### src/rtl/exp_result_reader_if.sv
// Result-write and chunk-stream bundle for exp_result_reader.
// master = datapath/consumer side, slave = reader.
interface exp_result_reader_if #(
  parameter int DEPTH   = 4,
  parameter int DATA_W  = 21,
  parameter int CHUNK_W = 7
);
  localparam int CW = $clog2(DEPTH) + 1;

  logic               wr_en;
  logic [DATA_W-1:0]  wr_data;
  logic               full;
  logic               empty;
  logic [CW-1:0]      count;
  logic               out_ready;
  logic               out_valid;
  logic [CHUNK_W-1:0] out_data;
  logic               out_last;

  modport master (
    output wr_en, wr_data, out_ready,
    input  full, empty, count,
    input  out_valid, out_data, out_last
  );

  modport slave (
    input  wr_en, wr_data, out_ready,
    output full, empty, count,
    output out_valid, out_data, out_last
  );
endinterface

### src/rtl/exp_result_reader.sv
// Buffers 21-bit exp results in a FIFO, streams each as 3 chunks MSB-first.
// Ports: clk, rst (async active-low), bus (slave), ovf if EXP_READER_OVF_EN.
module exp_result_reader #(
  parameter int DEPTH   = 4,
  parameter int DATA_W  = 21,
  parameter int CHUNK_W = 7
) (
  input logic               clk,
  input logic               rst,
  exp_result_reader_if.slave bus
`ifdef EXP_READER_OVF_EN
  ,
  output logic              ovf
`endif
);
  localparam int AW = $clog2(DEPTH);
  localparam int CW = AW + 1;

  typedef enum logic {
    IDLE,
    SEND
  } state_t;

  state_t state, state_n;

  logic [DATA_W-1:0] mem [DEPTH];
  logic [AW-1:0]     wptr;
  logic [AW-1:0]     rptr;
  logic [CW-1:0]     cnt;
  logic [CW-1:0]     cnt_n;
  logic              empty_q;
  logic              full_q;

  logic [DATA_W-1:0] shreg;
  logic [1:0]        idx;

  logic push;
  logic pop;
  logic hs;
  logic at_last;

  assign bus.full  = full_q;
  assign bus.empty = empty_q;
  assign bus.count = cnt;

  // Write side only sees registered full, so a same-cycle pop never
  // frees room for a write.
  assign push    = bus.wr_en && !full_q;
  assign at_last = (idx == 2'd2);
  assign hs      = bus.out_valid && bus.out_ready;

  // Load the shift register when idle, or right after the final chunk
  // so consecutive words stream without a bubble.
  assign pop = !empty_q &&
    ((state == IDLE) || (hs && at_last));

  always_ff @(posedge clk) begin
    if (push) mem[wptr] <= bus.wr_data;
  end

  always_comb begin
    cnt_n = cnt;
    unique case ({push, pop})
      2'b10:   cnt_n = cnt + CW'(1);
      2'b01:   cnt_n = cnt - CW'(1);
      default: cnt_n = cnt;
    endcase
  end

  always_ff @(posedge clk or negedge rst) begin
    if (!rst) begin
      wptr    <= '0;
      rptr    <= '0;
      cnt     <= '0;
      empty_q <= 1'b1;
      full_q  <= 1'b0;
    end else begin
      if (push) wptr <= wptr + AW'(1);
      if (pop)  rptr <= rptr + AW'(1);
      cnt     <= cnt_n;
      empty_q <= (cnt_n == '0);
      full_q  <= (cnt_n == CW'(DEPTH));
    end
  end

  always_ff @(posedge clk or negedge rst) begin
    if (!rst) begin
      shreg <= '0;
      idx   <= '0;
    end else if (pop) begin
      shreg <= mem[rptr];
      idx   <= '0;
    end else if (hs && !at_last) begin
      shreg <= shreg << CHUNK_W;
      idx   <= idx + 2'd1;
    end
  end

  always_ff @(posedge clk or negedge rst) begin
    if (!rst) state <= IDLE;
    else      state <= state_n;
  end

  always_comb begin
    state_n = state;
    unique case (1'b1)
      (state == IDLE): begin
        if (!empty_q) state_n = SEND;
      end
      (state == SEND): begin
        if (hs && at_last && empty_q)
          state_n = IDLE;
      end
      default: state_n = IDLE;
    endcase
  end

  // Outputs depend only on registered state, never on out_ready.
  always_comb begin
    bus.out_valid = 1'b0;
    bus.out_data  = '0;
    bus.out_last  = 1'b0;
    if (state == SEND) begin
      bus.out_valid = 1'b1;
      bus.out_data  = shreg[DATA_W-1 -: CHUNK_W];
      bus.out_last  = at_last;
    end
  end

`ifdef EXP_READER_OVF_EN
  always_ff @(posedge clk or negedge rst) begin
    if (!rst)                     ovf <= 1'b0;
    else if (bus.wr_en && full_q) ovf <= 1'b1;
  end
`endif

endmodule
### src/flat_wrapper.sv
// flat-port wrapper written by rule: the top's interface ports become plain ports
module exp_result_reader_flat 
#(
  parameter int DEPTH   = 4,
  parameter int DATA_W  = 21,
  parameter int CHUNK_W = 7
)
  (clk, rst, bus_wr_en, bus_wr_data, bus_out_ready, bus_full, bus_empty, bus_count, bus_out_valid, bus_out_data, bus_out_last);
  exp_result_reader_if #(.DEPTH(DEPTH), .DATA_W(DATA_W), .CHUNK_W(CHUNK_W)) bus_i ();
  input logic clk;
  input logic rst;
  input wire logic [$bits(bus_i.wr_en)-1:0] bus_wr_en;
  input wire logic [$bits(bus_i.wr_data)-1:0] bus_wr_data;
  input wire logic [$bits(bus_i.out_ready)-1:0] bus_out_ready;
  output wire logic [$bits(bus_i.full)-1:0] bus_full;
  output wire logic [$bits(bus_i.empty)-1:0] bus_empty;
  output wire logic [$bits(bus_i.count)-1:0] bus_count;
  output wire logic [$bits(bus_i.out_valid)-1:0] bus_out_valid;
  output wire logic [$bits(bus_i.out_data)-1:0] bus_out_data;
  output wire logic [$bits(bus_i.out_last)-1:0] bus_out_last;
  assign bus_i.wr_en = bus_wr_en;
  assign bus_i.wr_data = bus_wr_data;
  assign bus_i.out_ready = bus_out_ready;
  assign bus_full = bus_i.full;
  assign bus_empty = bus_i.empty;
  assign bus_count = bus_i.count;
  assign bus_out_valid = bus_i.out_valid;
  assign bus_out_data = bus_i.out_data;
  assign bus_out_last = bus_i.out_last;
  exp_result_reader #(.DEPTH(DEPTH), .DATA_W(DATA_W), .CHUNK_W(CHUNK_W)) u_core (.clk(clk), .rst(rst), .bus(bus_i));
endmodule
### config.mk
export PLATFORM = sky130hd
export DESIGN_NAME = exp_result_reader_flat
export DESIGN_NICKNAME = d
export VERILOG_FILES = /design/src/rtl/exp_result_reader_if.sv /design/src/rtl/exp_result_reader.sv /design/src/flat_wrapper.sv
export SDC_FILE = /design/constraint.sdc
export NUM_CORES = 1
export LEC_CHECK = 0
export BUFFER_PORTS_ARGS = -buffer_cell sky130_fd_sc_hd__buf_2
export CAP_MARGIN = 40
export CORE_AREA = 2 2 97 99
export DETAILED_ROUTE_END_ITERATION = 6
export DIE_AREA = 0 0 99 101
export PLACE_DENSITY = 0.73
export SETUP_SLACK_MARGIN = 0.3
export SKIP_CTS_REPAIR_TIMING = 1
export SLEW_MARGIN = 0
export SYNTH_ARGS = -nofsm -noshare
export SYNTH_HDL_FRONTEND = slang
export SYNTH_SLANG_ARGS = --single-unit
### constraint.sdc
create_clock -name clk -period 5.85 [get_ports clk]
set_input_delay 0.8775 -clock clk [delete_from_list [all_inputs] [get_ports clk]]
set_output_delay 0.8775 -clock clk [all_outputs]
set_load 0.01 [all_outputs]
# After elaboration in Yosys (flattened, before gate mapping)
# Memories as Yosys holds them, arrays and structs flattened.
# Cells that the tools add are included.
# Widths: inputs -> output; s select.
# word_totals
input_bits	25
wordCells	44
ramBits	84
regBits	33
n_memories	1
out_inout_bits	14
# classes
bitwise_logic	1
n_mux	13
n_reduce_logical	12
addsub	5
n_eq_ne	4
# mem_list
memory	words	width	read_ports	rd_ports_with_merged_regs	write_ports	line	rtl
u_core.mem	4	21	1	0	1	exp_result_reader.sv:26	logic [DATA_W-1:0] mem [DEPTH];
# ops
op	count
$mux 21	2
$mux 7	1
$add 2x1->2 const B	3
$logic_and 1x1->1	6
$mux 1	6
$pmux 3 s2	1
$eq 2x2->1 const B	2
$mux 2	2
$add 3x1->3 const B	1
$eq 3x3->1 const B	1
$logic_not 1->1	3
$logic_not 3->1	1
$sub 3x1->3 const B	1
$eq 2x1->1 const B	1
$pmux 1 s2	1
$reduce_bool 2->1	1
$logic_or 1x1->1	1
$not 1->1	1

# Logic depth before layout (Yosys ltp)
# Gate-level depths: netlist of run 1.
# logic_depth
depth_word	8
ltp_mapped	12
depth_no_buf	11

# Worst setup path after synthesis of run 1
# No wires, ideal clock.
# synth_timing
kind	in2reg
startpoint	in bus_out_ready
endpoint	reg u_core.cnt[2], in the netlist u_core.bus.count[2]
setup_time_ns	0.127
n_path_buf	1
slack_ns	3.152
stages	10
arrival_ns	2.570
t_required_ns	5.723
path_cell_list	a21boi_4 -> or2_0 -> buf_2 -> inv_1 -> ha_1 -> inv_1 -> fa_1 -> xor2_1 -> o21a_1 -> or2_2
# synth_between
elab_chain_cells	6
elab_cells_between_ends	7
classes_between	eq/ne (2); mux (1); reduce/logical (4)
# synth_lines
element	line	rtl
from (decl)	flat_wrapper.sv:14	input wire logic [$bits(bus_i.out_ready)-1:0] bus_out_ready;
$logic_and 1x1->1 *	exp_result_reader.sv:50	assign hs = bus.out_valid && bus.out_ready;
$logic_and 1x1->1 *	exp_result_reader.sv:55	((state == IDLE) || (hs && at_last));
$logic_or 1x1->1 *	exp_result_reader.sv:55	
$logic_and 1x1->1 *	exp_result_reader.sv:54	assign pop = !empty_q &&
$eq 2x1->1 or $eq 2x2->1 (tied branches)	exp_result_reader.sv:63	unique case ({push, pop})
$pmux 3 s2 *	exp_result_reader.sv:63	
net u_core.cnt_n[2]	exp_result_reader.sv:30	logic [CW-1:0] cnt_n;
to (signal assigned)	exp_result_reader.sv:80	cnt <= cnt_n;
to (decl)	exp_result_reader.sv:29	logic [CW-1:0] cnt;
# Mark *: on every way through the listed nets, which the timed path passes. The rest lies on a longest branch.
# A chain may end at the register's enable or synchronous reset.

# Final worst setup path of run 1
# layout_timing
startpoint	reg u_core.idx[0]
endpoint	reg u_core.full_q, in the netlist u_core.bus.full
# layout_between
elab_chain_cells	7
elab_cells_between_ends	8
classes_between	eq/ne (4); mux (1); reduce/logical (3)
# layout_lines
element	line	rtl
from (decl)	exp_result_reader.sv:35	logic [1:0] idx;
from (signal assigned)	exp_result_reader.sv:95	idx <= idx + 2'd1;
$eq 2x2->1 *	exp_result_reader.sv:49	assign at_last = (idx == 2'd2);
$logic_and 1x1->1 *	exp_result_reader.sv:55	
$logic_or 1x1->1 *	exp_result_reader.sv:55	
$logic_and 1x1->1 *	exp_result_reader.sv:54	
$eq 2x1->1 or $eq 2x2->1 (tied branches)	exp_result_reader.sv:63	
$pmux 3 s2 *	exp_result_reader.sv:63	
$eq 3x3->1 *	exp_result_reader.sv:82	full_q <= (cnt_n == CW'(DEPTH));
to (signal assigned)	exp_result_reader.sv:82	
to (decl)	exp_result_reader.sv:32	logic full_q;
# Mark *: on every way between the ends. The rest lies on a longest branch, timed or not.

==> impl_metrics.yaml, run 1 <==
outcome:
  status: "complete, no violations"
global_route:
  grt_max_degree: 34
  grt_util_met1_pct: 22.66
  grt_pass1_vias: 2611
  antenna_found_initial: 0
  grt_busiest_layer: "met2"
  grt_pass1_wl_um: 13580
  track_usage_pct: 18.76
  grtUsageMet3_pct: 6.311
  use_met2_pct: 31.24
  grt_remaining_overflow: 0
drt:
  drt_iter0_drc: 112
  drc_errors: 0
  wirelength_um: 8386
  vias: 2421
  drtAntennaViolNets: 0
  routed_via_density: 5.465
  firstDrtPassIters: 5
  wl_per_cell_um: 18.93
timing:
  finalCriticalPeriod_ns: 3.310
  setup_tns_ns: 0
  rsz0062_at_grt: "false"
  finalSetupViolations: 0
  hold_violations: 0
  worst_slew_pin_slew_ns: 0.8401
  drv_slew: 0
  relSlewSlack_pct: 43.85
  finalClockSkew_ns: 0.004161
  fmax_mhz: 302.1
  setup_slack_ns: 2.540
  period_share_pct: 56.58
final_layout:
  diodes: 0
  multiInputGateArea_um2: 1279
  finalNetCount: 351
  post-route-util_pct: 63.36
  mostFrequentLayoutCells: "84 x edfxtp_1, 38 x buf_2, 32 x dfrtp_1"
  fill_cells: 632
  area_delta_synth_final_pct: 18.20
  drive_gt1_share_pct: 34.94
  layout.cells.most_common: "edfxtp_1"
  register_area_um2: 3349
setup_path:
  cp_data_arrival_time_ns: 3.71
  critPathKind: "flop to flop"
  slowest_delay_ns: 0.68
  worstPathMaxFanout: 24
  crit_top_cell: "inv_1"
  start_kind: "flop"
  crit_path_cell_trace: "inv_1 -> ha_1 -> a21boi_4 -> or2_0 -> buf_4 -> inv_1 -> ha_1 -> inv_1 -> fa_1 -> and3b_1 -> a31oi_1 -> o21ba_2"
  crit_path_top_delay_cell: "a21boi_4"
  worst_setup_path_end_kind: "flop"
  worstPathRequired_ns: 6.25
synthesis:
  syn-num-nets: 303
  synth_compound_area_share_pct: 4.472
  avgSynthCellArea_um2: 17.76
  yosys.area_share.adder_pct: 1.976
  yosys_warnings: 0
  ys.flop_type: "edfxtp_1"
  ys_seq_area_share_pct: 69.60
  synthMuxAreaShare_pct: 12.82
  syn_area_um2: 4812
  synth_edf_count: 84
  synth_xor_area_share_pct: 1.092
  ys_types: 36
  synth_top_family_by_area: "multiplexers"
  synth-async-reset-ratio_pct: 28.21
  synthCells: 271
  synth_seq_cells: 117
  yosys.area_share.simple_pct: 6.214
min_path:
  hp-class: "input port to asynchronous set/reset pin"
floorplanning:
  dieWidth_um: 99
  dieArea_um2: 9999
  core_area_um2: 8977
  die_y_um: 101
  pin_count: 39
  initial_core_util_pct: 53.60
  rows: 35
cts:
  cts_tree: "done"
  root_buffer: "clkbuf_8"
  numCtsBuffers: 17
  clk_latency_ns: 0.51
  h-tree-depth: 4
  clk_pin_slew_ns: 0.06
  cts_buffer_depth: 2
  cts_sinks: 117
placed_design:
  io_buffers: 38
  gp_congestion: 0.7167
  place_ws_ns: 2.211
  hpwlAfterDp_um: 4688
run:
  max_cap_viol_count: 0
power:
  p_leak_nw: 2.202
  p_per_area_nw_per_um2: 541.3
  vdd_ir_drop_max_uv: 245.1
-- sequential cells by signal, indices dropped and copies added, names as in the netlist --
name	count
u_core.rptr	2
u_core.wptr	2
u_core.idx	2
u_core.mem	84
u_core.shreg	21
u_core.state	1
u_core.bus.full	1
u_core.bus.empty	1
u_core.bus.count	3
-- power by group --
group | internal, W | leakage [nW] | switching, W
logic | 0.000379 | 0.733 | 0.000427
registers | 0.00113 | 1.18 | 0.000111
clock network | 0.000685 | 0.287 | 0.000351
total | 0.00219 | 2.20 | 0.000889
-- path summary, 6_finish.rpt --
path	slack [ns]	cells past startpoint	end	startpoint
min reg2reg	0.51	2	u_core.bus.count[1]$_DFF_PN0_	u_core.bus.count[1]$_DFF_PN0_
min in group clk	0.51	2	u_core.bus.count[1]$_DFF_PN0_	u_core.bus.count[1]$_DFF_PN0_
max in group asynchronous	4.97	1	u_core.shreg[4]$_DFFE_PN0P_	rst
min	0.42	1	u_core.bus.full$_DFF_PN0_	rst
max reg2reg	2.54	12	u_core.bus.full$_DFF_PN0_	u_core.idx[0]$_DFFE_PN0P_
max	2.54	12	u_core.bus.full$_DFF_PN0_	u_core.idx[0]$_DFFE_PN0P_
-- cells by family (layout without fill, tap and decap cells) --
logic type	after synthesis	after routing
DFF	117	117
adders and majority gates	7	7
muxes	35	35
AOI/OAI and AO/OA	35	35
and+or+nand+nor	40	40
buffers and inverters	31	92
xor gates and xnor gates	6	6
-- cell usage after synthesis, types with 2 or more instances --
| cell | number | area share (%) |
|---|---|---|
| edfxtp_1 | 84 | 52 |
| dfrtp_1 | 32 | 17 |
| mux4_2 | 20 | 9.4 |
| a21oi_1 | 15 | 1.6 |
| inv_1 | 15 | 1.2 |
| mux2i_1 | 14 | 2.9 |
| nor3_2 | 14 | 2.9 |
| and2_1 | 12 | 1.6 |
| buf_2 | 7 | 0.73 |
| o211ai_1 | 7 | 1.1 |
| ha_1 | 6 | 1.6 |
| o21ai_1 | 5 | 0.52 |
| o21ai_0 | 4 | 0.42 |
| xnor2_1 | 4 | 0.73 |
| buf_6 | 3 | 0.70 |
| clkbuf_1 | 3 | 0.23 |
| nand2_1 | 3 | 0.23 |
| buf_12 | 2 | 0.83 |
| nor3_1 | 2 | 0.21 |
| or2_2 | 2 | 0.26 |
| xor2_1 | 2 | 0.36 |
-- final cells by class --
cell class | instances | area share, %
Timing Repair Buffer | 45 | 4.619
Sequential cell | 117 | 58.89
Tap cell | 111 | 2.442
Clock buffer | 17 | 7.281
Multi-Input combinational cell | 123 | 22.48
Clock inverter | 15 | 3.300
Inverter | 15 | 0.9899
-- worst max-delay path: cells and delay by family (launching register included) --
family,cells,cell delay [ns]
compound gates,3,1.06
fa+ha+maj,3,0.90
buf+inv,4,0.52
flops,1,0.32
simple gates,2,0.39
-- stage by stage --
stage	hold slack (ns)	instances	instance area, µm²	total power, W
final	0.4199	443	5688	0.003079
after global routing	0.4681	443	5688	0.003236
after CTS	0.4362	443	5688	0.003116
after detailed placement	0.4986	411	5086	0.002056
after global placement	0.4945	410	5059	0.002007
after floorplan	0.4845	271	4812	0.001851
-- layer usage --
| metal | vias up | wire length, µm |
|---|---|---|
| met3 | 14 | 349 |
| met1 | 1214 | 3515 |
| met5 | - | 0 |
| met2 | 64 | 4369 |
| met4 | 0 | 152 |
| li1 | 1129 | - |
Note: power is estimated with default switching activity, not from simulation.
==> run 2: changes to the inputs <==
ABC_AREA = 1   (was default)
CORE_AREA = 2 2 101 103   (was 2 2 97 99)
DIE_AREA = 0 0 103 105   (was 0 0 99 101)
PLACE_DENSITY = 0.72   (was 0.73)
clock period = 3.4 ns   (was 5.85 ns; I/O delays follow)
==> run 2 against run 1 <==
Critical path depth rose by 1. Clock skew rose by 0.0069 ns. Sequential power rose by 68%. Die area rose by 8.2%. Non-clock buffer count did not move. Cell area rose by 5.7%. Critical path type unchanged. Via count rose by 46%. Sequential share of layout area fell by 3.2 points. First-iteration DRC count rose by 95%. Fmax rose by 33%. Clock-buffer cell count rose by 3. Synthesized area rose by 7.6%.
==> impl_metrics.yaml, run 2 <==
synthesis:
  synth-async-reset-ratio_pct: 28.21
  synth_top_family_by_area: "simple AND/OR/NAND/NOR gates"
  ys.flop_type: "edfxtp_1"
  synth_compound_area_share_pct: 1.329
  yosys.area_share.adder_pct: 1.837
  ys_types: 24
  synth_area_leader_cell: "edfxtp_1"
  yosys.area_share.simple_pct: 20.64
  ys_seq_area_share_pct: 64.69
  syn_area_um2: 5177
  synth_xor_area_share_pct: 0.3383
  yosys-top-cells-count: "172 x nand2_1, 116 x inv_1, 84 x edfxtp_1"
  synthCells: 531
  yosysMostFrequentCell: "nand2_1"
  synth.top_cells.by_area: "edfxtp_1 49%, dfrtp_1 15%, nand2_1 12%"
  yosys.area.top_type_share_pct: 48.72
  avgSynthCellArea_um2: 9.750
  synthMuxAreaShare_pct: 0
  synth_seq_cells: 117
  synth_edf_count: 84
  yosys_warnings: 0
  syn-num-nets: 563
global_route:
  grt_pass1_vias: 3545
  antenna_found_initial: 0
  grt_pass1_wl_um: 16570
  grt_max_degree: 45
  grt_remaining_overflow: 0
  track_usage_pct: 20.59
placed_design:
  io_buffers: 38
  hpwlAfterDp_um: 5952
  place_ws_ns: 0.9276
  gp_congestion: 0.7749
  place_area_um2: 5451
timing:
  rsz0062_at_grt: "false"
  relSlewSlack_pct: 47.28
  worst_slew_pin_slew_ns: 0.7900
  finalClockSkew_ns: 0.01107
  hold_violations: 0
  drv_slew: 0
  finalSetupViolations: 0
  fmax_mhz: 402.1
  finalCriticalPeriod_ns: 2.487
  period_share_pct: 73.15
  setup_tns_ns: 0
  setup_slack_ns: 0.9128
final_layout:
  layout.cells.most_common: "nand2_1"
  largest_register_ffs: 84
  finalNetCount: 607
  area_delta_synth_final_pct: 16.09
  final_area_um2: 6011
  regMostFlops: "u_core.mem"
  post-route-util_pct: 62.36
  drive_gt1_share_pct: 14.63
  mostFrequentLayoutCells: "172 x nand2_1, 116 x inv_1, 84 x edfxtp_1"
  diodes: 0
floorplanning:
  die_y_um: 105
  initial_core_util_pct: 53.71
  pin_count: 39
  dieWidth_um: 103
  dieArea_um2: 10820
  core_area_um2: 9639
  rows: 36
cts:
  root_buffer: "clkbuf_8"
  clk_latency_ns: 0.52
  cts_buffer_depth: 2
  clk_pin_slew_ns: 0.06
  cts_tree: "done"
  cts_sinks: 117
  numCtsBuffers: 17
  h-tree-depth: 4
outcome:
  status: "complete, no violations"
setup_path:
  worst_setup_path_end_kind: "flop"
  critPathKind: "flop to flop"
  worstPathRequired_ns: 3.84
  worstPathMaxFanout: 20
  start_kind: "flop"
  cp_data_arrival_time_ns: 2.92
power:
  vdd_ir_drop_max_uv: 395.1
  p_per_area_nw_per_um2: 896.6
  p_leak_nw: 2.895
  finalPower_w: 0.005390
drt:
  drtAntennaViolNets: 0
  wl_per_cell_um: 13.80
  vias: 3525
  drt_iter0_drc: 218
  routed_via_density: 4.889
  firstDrtPassIters: 5
  wirelength_um: 9950
  drc_errors: 0
run:
  max_cap_viol_count: 0
min_path:
  hp-class: "input port to asynchronous set/reset pin"
-- run 2: final timing paths --
| path | cells past startpoint | slack, ns | from | endpoint |
|---|---|---|---|---|
| setup reg to reg | 13 | 0.91 | u_core.idx[0]$_DFFE_PN0P_ | u_core.bus.full$_DFF_PN0_ |
| min in group clk | 1 | 0.20 | bus_wr_data[0] | u_core.mem[2][0]$_DFFE_PP_ |
| setup / recovery | 13 | 0.91 | u_core.idx[0]$_DFFE_PN0P_ | u_core.bus.full$_DFF_PN0_ |
| max in group asynchronous | 1 | 2.84 | rst | u_core.bus.count[2]$_DFF_PN0_ |
| hold / removal | 1 | 0.07 | rst | u_core.bus.full$_DFF_PN0_ |
| hold reg to reg | 1 | 0.46 | u_core.bus.empty$_DFF_PN1_ | u_core.state$_DFF_PN0_ |
-- run 2: logic make-up (layout without fill, tap and decap cells) --
family,after synthesis,after routing
AO/OA/AOI/OAI,13,13
XOR/XNOR,2,2
adder cells (fa/ha/maj),7,7
buffers and inverters,138,195
flip-flops,117,117
AND/OR/NAND/NOR,254,254
-- run 2: worst max-delay path: stages (launching register included) --
cell	delay (ns)
dfrtp_1	0.36
inv_1	0.10
ha_1	0.23
nand2_1	0.08
nand2_2	0.07
nand2_2	0.26
inv_2	0.13
ha_1	0.16
inv_1	0.07
fa_1	0.50
nand2_1	0.05
o21ai_0	0.11
nand3_1	0.14
a21oi_1	0.15
-- run 2: metrics by stage --
stage,hold WS [ns],cells
after floorplan,0.2144,531
after global placement,0.4573,689
after detailed placement,0.4601,689
after CTS,0.07537,721
after global routing,0.1281,721
final,0.06615,721
-- run 2: cell type report --
type                            instances  area (µm²)
Clock inverter                         12       103.9
Clock buffer                           20       455.4
Multi-Input combinational cell        276        1250
Sequential cell                       117        3349
Inverter                              118       442.9
Timing Repair Buffer                   45       242.7
Tap cell                              133       166.4
Fill cell                             786        3628
-- run 2: layer usage --
metal | routed length [µm] | global-route usage [%] | up-vias
li1 | - | - | 1731
met1 | 4079 | 24.81 | 1697
met5 | 0 | 0 | -
met3 | 547 | 5.953 | 12
met2 | 5189 | 33.44 | 85
met4 | 134 | 10.15 | 0
-- run 2: power by group --
part           internal, W  leakage (nW)  switching (W)  total [W]
Combinational     0.000521          1.47        0.00116    0.00168
Clock              0.00102         0.263       0.000605    0.00163
Sequential         0.00195          1.16       0.000133    0.00208
